<file path="config.mk">
export PLATFORM = sky130hd
export DESIGN_NAME = hall_call_encoder
export DESIGN_NICKNAME = d
export VERILOG_FILES = /design/src/rtl/hall_call_encoder.sv
export SDC_FILE = /design/constraint.sdc
export NUM_CORES = 1
export LEC_CHECK = 0
export BUFFER_PORTS_ARGS = -buffer_cell sky130_fd_sc_hd__buf_2
export CORE_MARGIN = 3
export CORE_UTILIZATION = 45
export CTS_CLUSTER_SIZE = 14
export DETAILED_ROUTE_END_ITERATION = 10
export GPL_TIMING_DRIVEN = 0
export MAX_ROUTING_LAYER = met4
export PLACE_DENSITY = 0.6
export SYNTH_ARGS = -nofsm -noshare
export SYNTH_HDL_FRONTEND = slang
export SYNTH_SLANG_ARGS = --single-unit
</file>
<file path="constraint.sdc">
create_clock -name clk -period 4.5 [get_ports clk]
set_clock_uncertainty 0.2 [all_clocks]
set_input_delay 0.9 -clock clk [delete_from_list [all_inputs] [get_ports clk]]
set_output_delay 0.9 -clock clk [all_outputs]
set_load 0.03 [all_outputs]
</file>
<file path="src/rtl/hall_call_encoder.sv">
// hall_call_encoder: hall-call panel front end for the lift call interface.
// Latches the six hall buttons, lights their lamps, arbitrates pending calls
// round-robin and presents one call at a time as a 3-bit code. A call clears
// once the lift floor has matched the call's floor long enough and the code
// has been held for its minimum time.
// Optional build macro: CALL_TIMEOUT_EN re-queues a call left unserved for
// TIMEOUT cycles of presentation.
//
// state    | meaning
// ---------+-------------------------------------------------------------
// S_IDLE   | nothing presented; waits for any pending call
// S_SELECT | picks the next pending call round-robin from rr_ptr
// S_PRESENT| drives call_code/call_valid; waits for service (or timeout)
module hall_call_encoder #(
  parameter int ARRIVE_CYCLES = 2,
  parameter int MIN_HOLD      = 4,
  parameter int TIMEOUT       = 64
) (
  input  logic       clk,
  input  logic       rst_n,
  input  logic [5:0] btn,
  input  logic [1:0] lift_floor,
  output logic [2:0] call_code,
  output logic       call_valid,
  output logic [5:0] lamp
);

  localparam logic [1:0] S_IDLE    = 2'd0;
  localparam logic [1:0] S_SELECT  = 2'd1;
  localparam logic [1:0] S_PRESENT = 2'd2;

  localparam int AW = $clog2(ARRIVE_CYCLES + 1);
  localparam int HW = $clog2(MIN_HOLD + 1);
  localparam logic [AW-1:0] ARR_MAX  = AW'(ARRIVE_CYCLES);
  localparam logic [HW-1:0] HOLD_MAX = HW'(MIN_HOLD);

  logic [1:0]    state;
  logic [5:0]    btn_q;
  logic [5:0]    pending;
  logic [2:0]    rr_ptr;
  logic [2:0]    sel;
  logic [2:0]    pick;
  logic [2:0]    sel_next;
  logic [AW-1:0] arr_cnt;
  logic [HW-1:0] hold_cnt;
  logic          served;
  logic          floor_match;
  logic [5:0]    clr_mask;

  function automatic logic [2:0] enc(input logic [2:0] idx);
    case (idx)
      3'd0:    enc = 3'b001;
      3'd1:    enc = 3'b010;
      3'd2:    enc = 3'b011;
      3'd3:    enc = 3'b110;
      3'd4:    enc = 3'b111;
      3'd5:    enc = 3'b100;
      default: enc = 3'b000;
    endcase
  endfunction

  function automatic logic [1:0] target(input logic [2:0] idx);
    case (idx)
      3'd0:       target = 2'b00;
      3'd1, 3'd3: target = 2'b01;
      3'd2, 3'd4: target = 2'b10;
      default:    target = 2'b11;
    endcase
  endfunction

  // Round-robin scan of pending starting at rr_ptr, wrapping mod 6.
  always_comb begin
    logic [3:0] sum;
    logic [2:0] idx;
    logic       found;
    pick  = 3'd0;
    found = 1'b0;
    sum   = 4'd0;
    idx   = 3'd0;
    for (int i = 0; i < 6; i++) begin
      sum = {1'b0, rr_ptr} + 4'(i);
      idx = (sum >= 4'd6) ? 3'(sum - 4'd6) : sum[2:0];
      if (!found && pending[idx]) begin
        pick  = idx;
        found = 1'b1;
      end
    end
  end

  assign sel_next    = (sel == 3'd5) ? 3'd0 : sel + 3'd1;
  assign floor_match = (lift_floor == target(sel));
  assign served      = (state == S_PRESENT) && (arr_cnt == ARR_MAX) && (hold_cnt == HOLD_MAX);
  assign clr_mask    = served ? (6'b000001 << sel) : 6'b000000;
  assign lamp        = pending;

  // Button edge capture; a clear on the serve cycle wins over a fresh edge.
  always_ff @(posedge clk or negedge rst_n) begin
    if (!rst_n) begin
      btn_q   <= 6'b0;
      pending <= 6'b0;
    end else begin
      btn_q   <= btn;
      pending <= (pending | (btn & ~btn_q)) & ~clr_mask;
    end
  end

`ifdef CALL_TIMEOUT_EN
  localparam int TW = (TIMEOUT > 2) ? $clog2(TIMEOUT) : 1;
  localparam logic [TW-1:0] TMO_LAST = TW'(TIMEOUT - 1);
  logic [TW-1:0] tmo_cnt;
  logic          timed_out;

  assign timed_out = (state == S_PRESENT) && !served && (tmo_cnt == TMO_LAST);

  // Presentation timer; cleared on each new selection.
  always_ff @(posedge clk or negedge rst_n) begin
    if (!rst_n)                   tmo_cnt <= '0;
    else if (state == S_SELECT)   tmo_cnt <= '0;
    else if (state == S_PRESENT)  tmo_cnt <= tmo_cnt + 1'b1;
  end
`else
  logic timed_out;
  logic unused_timeout;
  assign timed_out      = 1'b0;
  assign unused_timeout = ^TIMEOUT;
`endif

  // Sequencer: selection, dwell/hold counting, registered call outputs.
  always_ff @(posedge clk or negedge rst_n) begin
    if (!rst_n) begin
      state      <= S_IDLE;
      rr_ptr     <= 3'd0;
      sel        <= 3'd0;
      arr_cnt    <= '0;
      hold_cnt   <= '0;
      call_code  <= 3'b000;
      call_valid <= 1'b0;
    end else begin
      case (state)
        S_IDLE: begin
          call_code  <= 3'b000;
          call_valid <= 1'b0;
          if (pending != 6'b0) state <= S_SELECT;
        end
        S_SELECT: begin
          sel        <= pick;
          arr_cnt    <= '0;
          hold_cnt   <= '0;
          call_code  <= enc(pick);
          call_valid <= 1'b1;
          state      <= S_PRESENT;
        end
        S_PRESENT: begin
          if (hold_cnt != HOLD_MAX) hold_cnt <= hold_cnt + 1'b1;
          if (!floor_match)          arr_cnt <= '0;
          else if (arr_cnt != ARR_MAX) arr_cnt <= arr_cnt + 1'b1;
          if (served || timed_out) begin
            rr_ptr     <= sel_next;
            call_code  <= 3'b000;
            call_valid <= 1'b0;
            state      <= S_IDLE;
          end
        end
        default: begin
          call_code  <= 3'b000;
          call_valid <= 1'b0;
          state      <= S_IDLE;
        end
      endcase
    end
  end

endmodule

</file>
==> flow_summary.rst <==
.. list-table::
   :header-rows: 1

   * - Metric
     - Value
   * - Result of the run
     - complete, no violations
   * - Pint
     - roughly 520 uW
   * - Post-synth design cell area
     - 0.00232 mm^2
   * - Critical path's slowest cell
     - sky130_fd_sc_hd__or4_1
   * - Net count, final
     - between 300 and 400
   * - Maximum number of pins on one net before global-route repair
     - 30
   * - Core region area
     - between 0.004 and 0.005 mm^2
   * - Maximum Capacitance Violations
     - 0
   * - Chip height
     - 77.8 um
   * - Total power per unit cell area
     - 311 mW/mm^2
   * - DRC violation total after the first TritonRoute iteration
     - 141
   * - Setup crit start
     - rr_ptr[0]
   * - Std cell rows
     - 25
   * - Number of instances resized during post-cts repair
     - 0
   * - Final worst path period share
     - around 82%
   * - Global placer's final weighted congestion
     - about 0.9
   * - Tightest slew margin relative to the limit
     - between 50% and 60%
   * - Max Transition Viols Final
     - 0
   * - Sum of negative setup slack
     - 0 ps
   * - Avg Synthesized Cell Area
     - a little under 9 um^2
   * - Clk_lat worst skew
     - 280 ps
   * - Synth warnings
     - 0
   * - Power, Total
     - 804 uW
   * - Hold buffers post-CTS
     - 0
   * - Global-route wire length before repair
     - approximately 9000 um
   * - Worst Setup Start Kind
     - flip-flop
   * - Share of synthesized cell area in and, or, nand and nor gates
     - between 20 and 25%
   * - Number of global-route vias before repair
     - 1918
   * - Leakage power summed over all cells
     - between 0.001 and 0.0015 uW
   * - Number of standard cells after synthesis
     - about 270
   * - Required @ worst endpoint
     - 4520 ps
   * - Level count of the clock H-tree
     - 2
   * - Post-CTS repair timing setup buffer count
     - 0
   * - Total nets after synthesis
     - 292
   * - Post-synthesis xor/xnor area fraction
     - about 3.7%
   * - Total track usage
     - 18.9%
   * - Clk root buf
     - sky130_fd_sc_hd__clkbuf_8
   * - Hold path startpoint
     - call_valid
   * - Residual overflow from global routing
     - 0
   * - Number of placed cells counting well taps
     - between 300 and 400
   * - Depth of the critical timing path with buffers and inverters included
     - 12
   * - Largest area contributor in the synthesized netlist
     - sky130_fd_sc_hd__dfrtp_1
   * - Area share of the leading cell type in the synthesized netlist
     - between 30% and 40%
   * - Cell count of the worst reg-to-reg path
     - 12
   * - Total iterations of the first detailed-routing run
     - 4
   * - Startpoint of the most critical register-to-register path
     - rr_ptr[0]
   * - Count of flip-flops with a built-in enable after synthesis
     - 0
   * - Share of power burned in the clock network
     - about a quarter
   * - Least-Margin Pin Slew
     - 644 ps
   * - Final hold viol count
     - 0
   * - Non-filler instance count after layout
     - between 300 and 400
   * - I/O Buffers
     - 19
   * - Endpoints failing setup
     - 0
   * - Worst-case register-to-register setup slack
     - a little over 800 ps
   * - Highest fanout seen on the critical path
     - 10
   * - Synth top area cells
     - sky130_fd_sc_hd__dfrtp_1 (31%), sky130_fd_sc_hd__ha_1 (8.1%), sky130_fd_sc_hd__a21oi_1 (4.7%)
   * - Relative contribution of combinational cells to total power
     - between 30 and 40%
   * - Crit-path max cell delay
     - around 540 ps
   * - Ratio of routed vias to standard cells
     - about 5.6
   * - Number of antenna cells inserted
     - 0
   * - Unique cell type count in the Yosys netlist
     - 61
   * - Count of nets left with antenna violations after detail routing
     - 0
   * - Routed wire per std cell
     - ~15 um
   * - Clk slew on worst S/H paths
     - about 60 ps
   * - Sequential area share after synthesis
     - ~31%
   * - Cell Chain, Critical Path
     - buf_6 > buf_4 > inv_1 > ha_1 > clkbuf_1 > a21o_1 > nor4_1 > a211oi_1 > nor3b_2 > a311oi_1 > or4_1 > nand3_1
   * - Clock tree from TritonCTS
     - yes
   * - TritonCTS Buffers
     - 5
   * - Seq cells post-synth
     - 29
   * - Area grow syn2layout
     - 11.4%
   * - # IOs
     - 20
   * - Dominant combinational cell family by area after synthesis
     - simple AND/OR/NAND/NOR gates
   * - Primary flip-flop cell chosen by synthesis mapping
     - sky130_fd_sc_hd__dfrtp_1
   * - Share of flip-flops with an asynchronous set or reset
     - between 90% and 100%
   * - Switch Pwr
     - between 200 and 300 uW
   * - Worst reg2reg endpoint
     - call_code[1]
   * - CP top delay family
     - simple AND/OR/NAND/NOR gates
   * - Fraction of synthesized area in multiplexers
     - roughly 5.3%
   * - Register share of total power
     - between 40 and 50%
   * - End point of the critical path
     - call_code[1]
   * - Starting density of the core
     - 47.9%
   * - Total wire length after detailed routing
     - between 5000 and 6000 um
   * - Synthesized-area fraction occupied by adder cells
     - between 8 and 9%
   * - Fraction of layout cells with a size suffix above 1
     - 17.4%
   * - Arrival time worst endpoint
     - 3710 ps
   * - Endpoint kind of the worst setup timing path
     - flip-flop
   * - HP Class
     - reg -> reg
   * - Switching portion of total power
     - 35.7%
   * - Complex-gate fraction of the synthesized area
     - between 20% and 30%
   * - Via count
     - ~2000
   * - Die ar.
     - ~0.0061 mm^2
   * - Worst IR drop on VDD
     - about 280 uV
   * - Setup Crit Path Kind
     - reg -> reg
   * - Drc violations
     - 0
   * - Die boundary width
     - slightly below 80 um
   * - Count of fill cells added during filler insertion
     - around 460
   * - Fmax
     - around 0.27 GHz
   * - Setup repair after global routing missed its margin
     - no
   * - Antenna violations before repair
     - 0
   * - Period minus WS final
     - around 3700 ps
   * - Hpwl dp
     - about 4000 um
   * - Critical path buffers and inverters
     - 4
   * - Clock Path Buffers
     - 2
   * - Count of clock tree sinks
     - 29
registers in the layout (all words and copies together) (netlist names):
register,flops
call_code,3
arr_cnt,2
state,2
sel,3
call_valid,1
rr_ptr,3
btn_q,6
lamp,6
hold_cnt,3
power groups by stage:
stage                     combinational (uW)  sequential [uW]  clock [uW]
final                                    262              331         212
after global routing                     303              337         232
after CTS                                264              332         218
after detailed placement                 263              336           0
after global placement                   259              335           0
after floorplan                          184              344           0
synth_stat cells, types with 4 or more instances:
cell type                   count
sky130_fd_sc_hd__nand2_1       27
sky130_fd_sc_hd__nor3_1         7
sky130_fd_sc_hd__xnor2_1        4
sky130_fd_sc_hd__nor2b_1        6
sky130_fd_sc_hd__nor4_1         4
sky130_fd_sc_hd__mux2i_1        6
sky130_fd_sc_hd__o21ai_0       13
sky130_fd_sc_hd__a21oi_1       22
sky130_fd_sc_hd__o2111ai_1      4
sky130_fd_sc_hd__ha_1          15
sky130_fd_sc_hd__nand4_1        4
sky130_fd_sc_hd__a31oi_1        5
sky130_fd_sc_hd__nor2_1        17
sky130_fd_sc_hd__nand3_1        7
sky130_fd_sc_hd__xor2_1         4
sky130_fd_sc_hd__dfrtp_1       29
sky130_fd_sc_hd__inv_1         19
sky130_fd_sc_hd__clkbuf_1       5
sky130_fd_sc_hd__and2_1         4
routing by layer:
layer / global-route usage (%) / part of all wire, % / up-vias / wire length (um)
li1: - / - / 1025 / -
met1: 25.3 / 48 / 930 / 2540
met2: 28.9 / 46 / 49 / 2450
met3: 3.48 / 3.7 / 8 / 194
met4: 6.41 / 1.8 / 0 / 95
met5: - / 0 / - / 0
final cells by class:
type | count | area [um^2] | share of cell area, %
Multi-Input combinational cell | 209 | 1470 | 56.9
Sequential cell | 29 | 726 | 28.1
Timing Repair Buffer | 19 | 95.1 | 3.68
Clock buffer | 7 | 86.3 | 3.34
Tap cell | 67 | 83.8 | 3.24
Inverter | 19 | 71.3 | 2.76
Buffer | 10 | 52.6 | 2.03
cell usage in the layout (no fill, tap or decap), types with 2 or more instances in the layout:
cell type	instances
sky130_fd_sc_hd__nand4b_1	2
sky130_fd_sc_hd__o32ai_1	2
sky130_fd_sc_hd__or2_2	2
sky130_fd_sc_hd__clkbuf_8	6
sky130_fd_sc_hd__xor2_1	4
sky130_fd_sc_hd__nor3_1	7
sky130_fd_sc_hd__nor3b_2	3
sky130_fd_sc_hd__a31o_1	2
sky130_fd_sc_hd__a211oi_1	3
sky130_fd_sc_hd__a22o_1	2
sky130_fd_sc_hd__or3b_1	2
sky130_fd_sc_hd__nor4_1	4
sky130_fd_sc_hd__nand2_1	27
sky130_fd_sc_hd__a21o_1	2
sky130_fd_sc_hd__a21oi_2	2
sky130_fd_sc_hd__o21ai_1	2
sky130_fd_sc_hd__o22ai_1	2
sky130_fd_sc_hd__ha_1	15
sky130_fd_sc_hd__o2111ai_1	4
sky130_fd_sc_hd__nor2b_1	6
sky130_fd_sc_hd__dfrtp_1	29
sky130_fd_sc_hd__buf_2	22
sky130_fd_sc_hd__a31oi_1	5
sky130_fd_sc_hd__mux2_2	3
sky130_fd_sc_hd__o21ai_0	13
sky130_fd_sc_hd__o31ai_1	3
sky130_fd_sc_hd__inv_1	19
sky130_fd_sc_hd__nand2b_1	2
sky130_fd_sc_hd__a311oi_1	2
sky130_fd_sc_hd__xnor2_1	4
sky130_fd_sc_hd__mux2i_1	6
sky130_fd_sc_hd__or4_1	2
sky130_fd_sc_hd__and2_1	4
sky130_fd_sc_hd__clkbuf_1	6
sky130_fd_sc_hd__a21oi_1	22
sky130_fd_sc_hd__nand3_1	7
sky130_fd_sc_hd__nor2_1	17
sky130_fd_sc_hd__nand4_1	4
stage by stage:
stage | setup slack [ps] | hold WS, ps | area [um^2] | util, %
CTS | 806 | 274 | 2590 | 53.3
global route | 587 | 293 | 2590 | 53.3
finish | 808 | 269 | 2590 | 53.3
detailed placement | 827 | 260 | 2500 | 51.6
global placement | 798 | 251 | 2500 | 51.6
floorplan | 1320 | 252 | 2320 | -
kinds of logic after synthesis:
kind of cell    after synthesis
fa+ha+maj                    15
xor+xnor                      9
mux                          11
buf+inv                      29
simple gates                 99
compound gates               75
flops                        29
tightest hold or removal path, stage by stage (launching register included):
cell and delay [ps]:
sky130_fd_sc_hd__dfrtp_1 340, sky130_fd_sc_hd__nand2_1 50, sky130_fd_sc_hd__nand2_1 50
worst min path at each step:
stage               slack (ps)  depth (start not counted)          to
global route               290                          2  call_valid
detailed placement         260                          2  call_valid
finish                     270                          2  call_valid
CTS                        270                          2  call_valid
global placement           250                          2  call_valid
floorplan                  250                          2  arr_cnt[1]
Power figures use the tool's default switching activity.
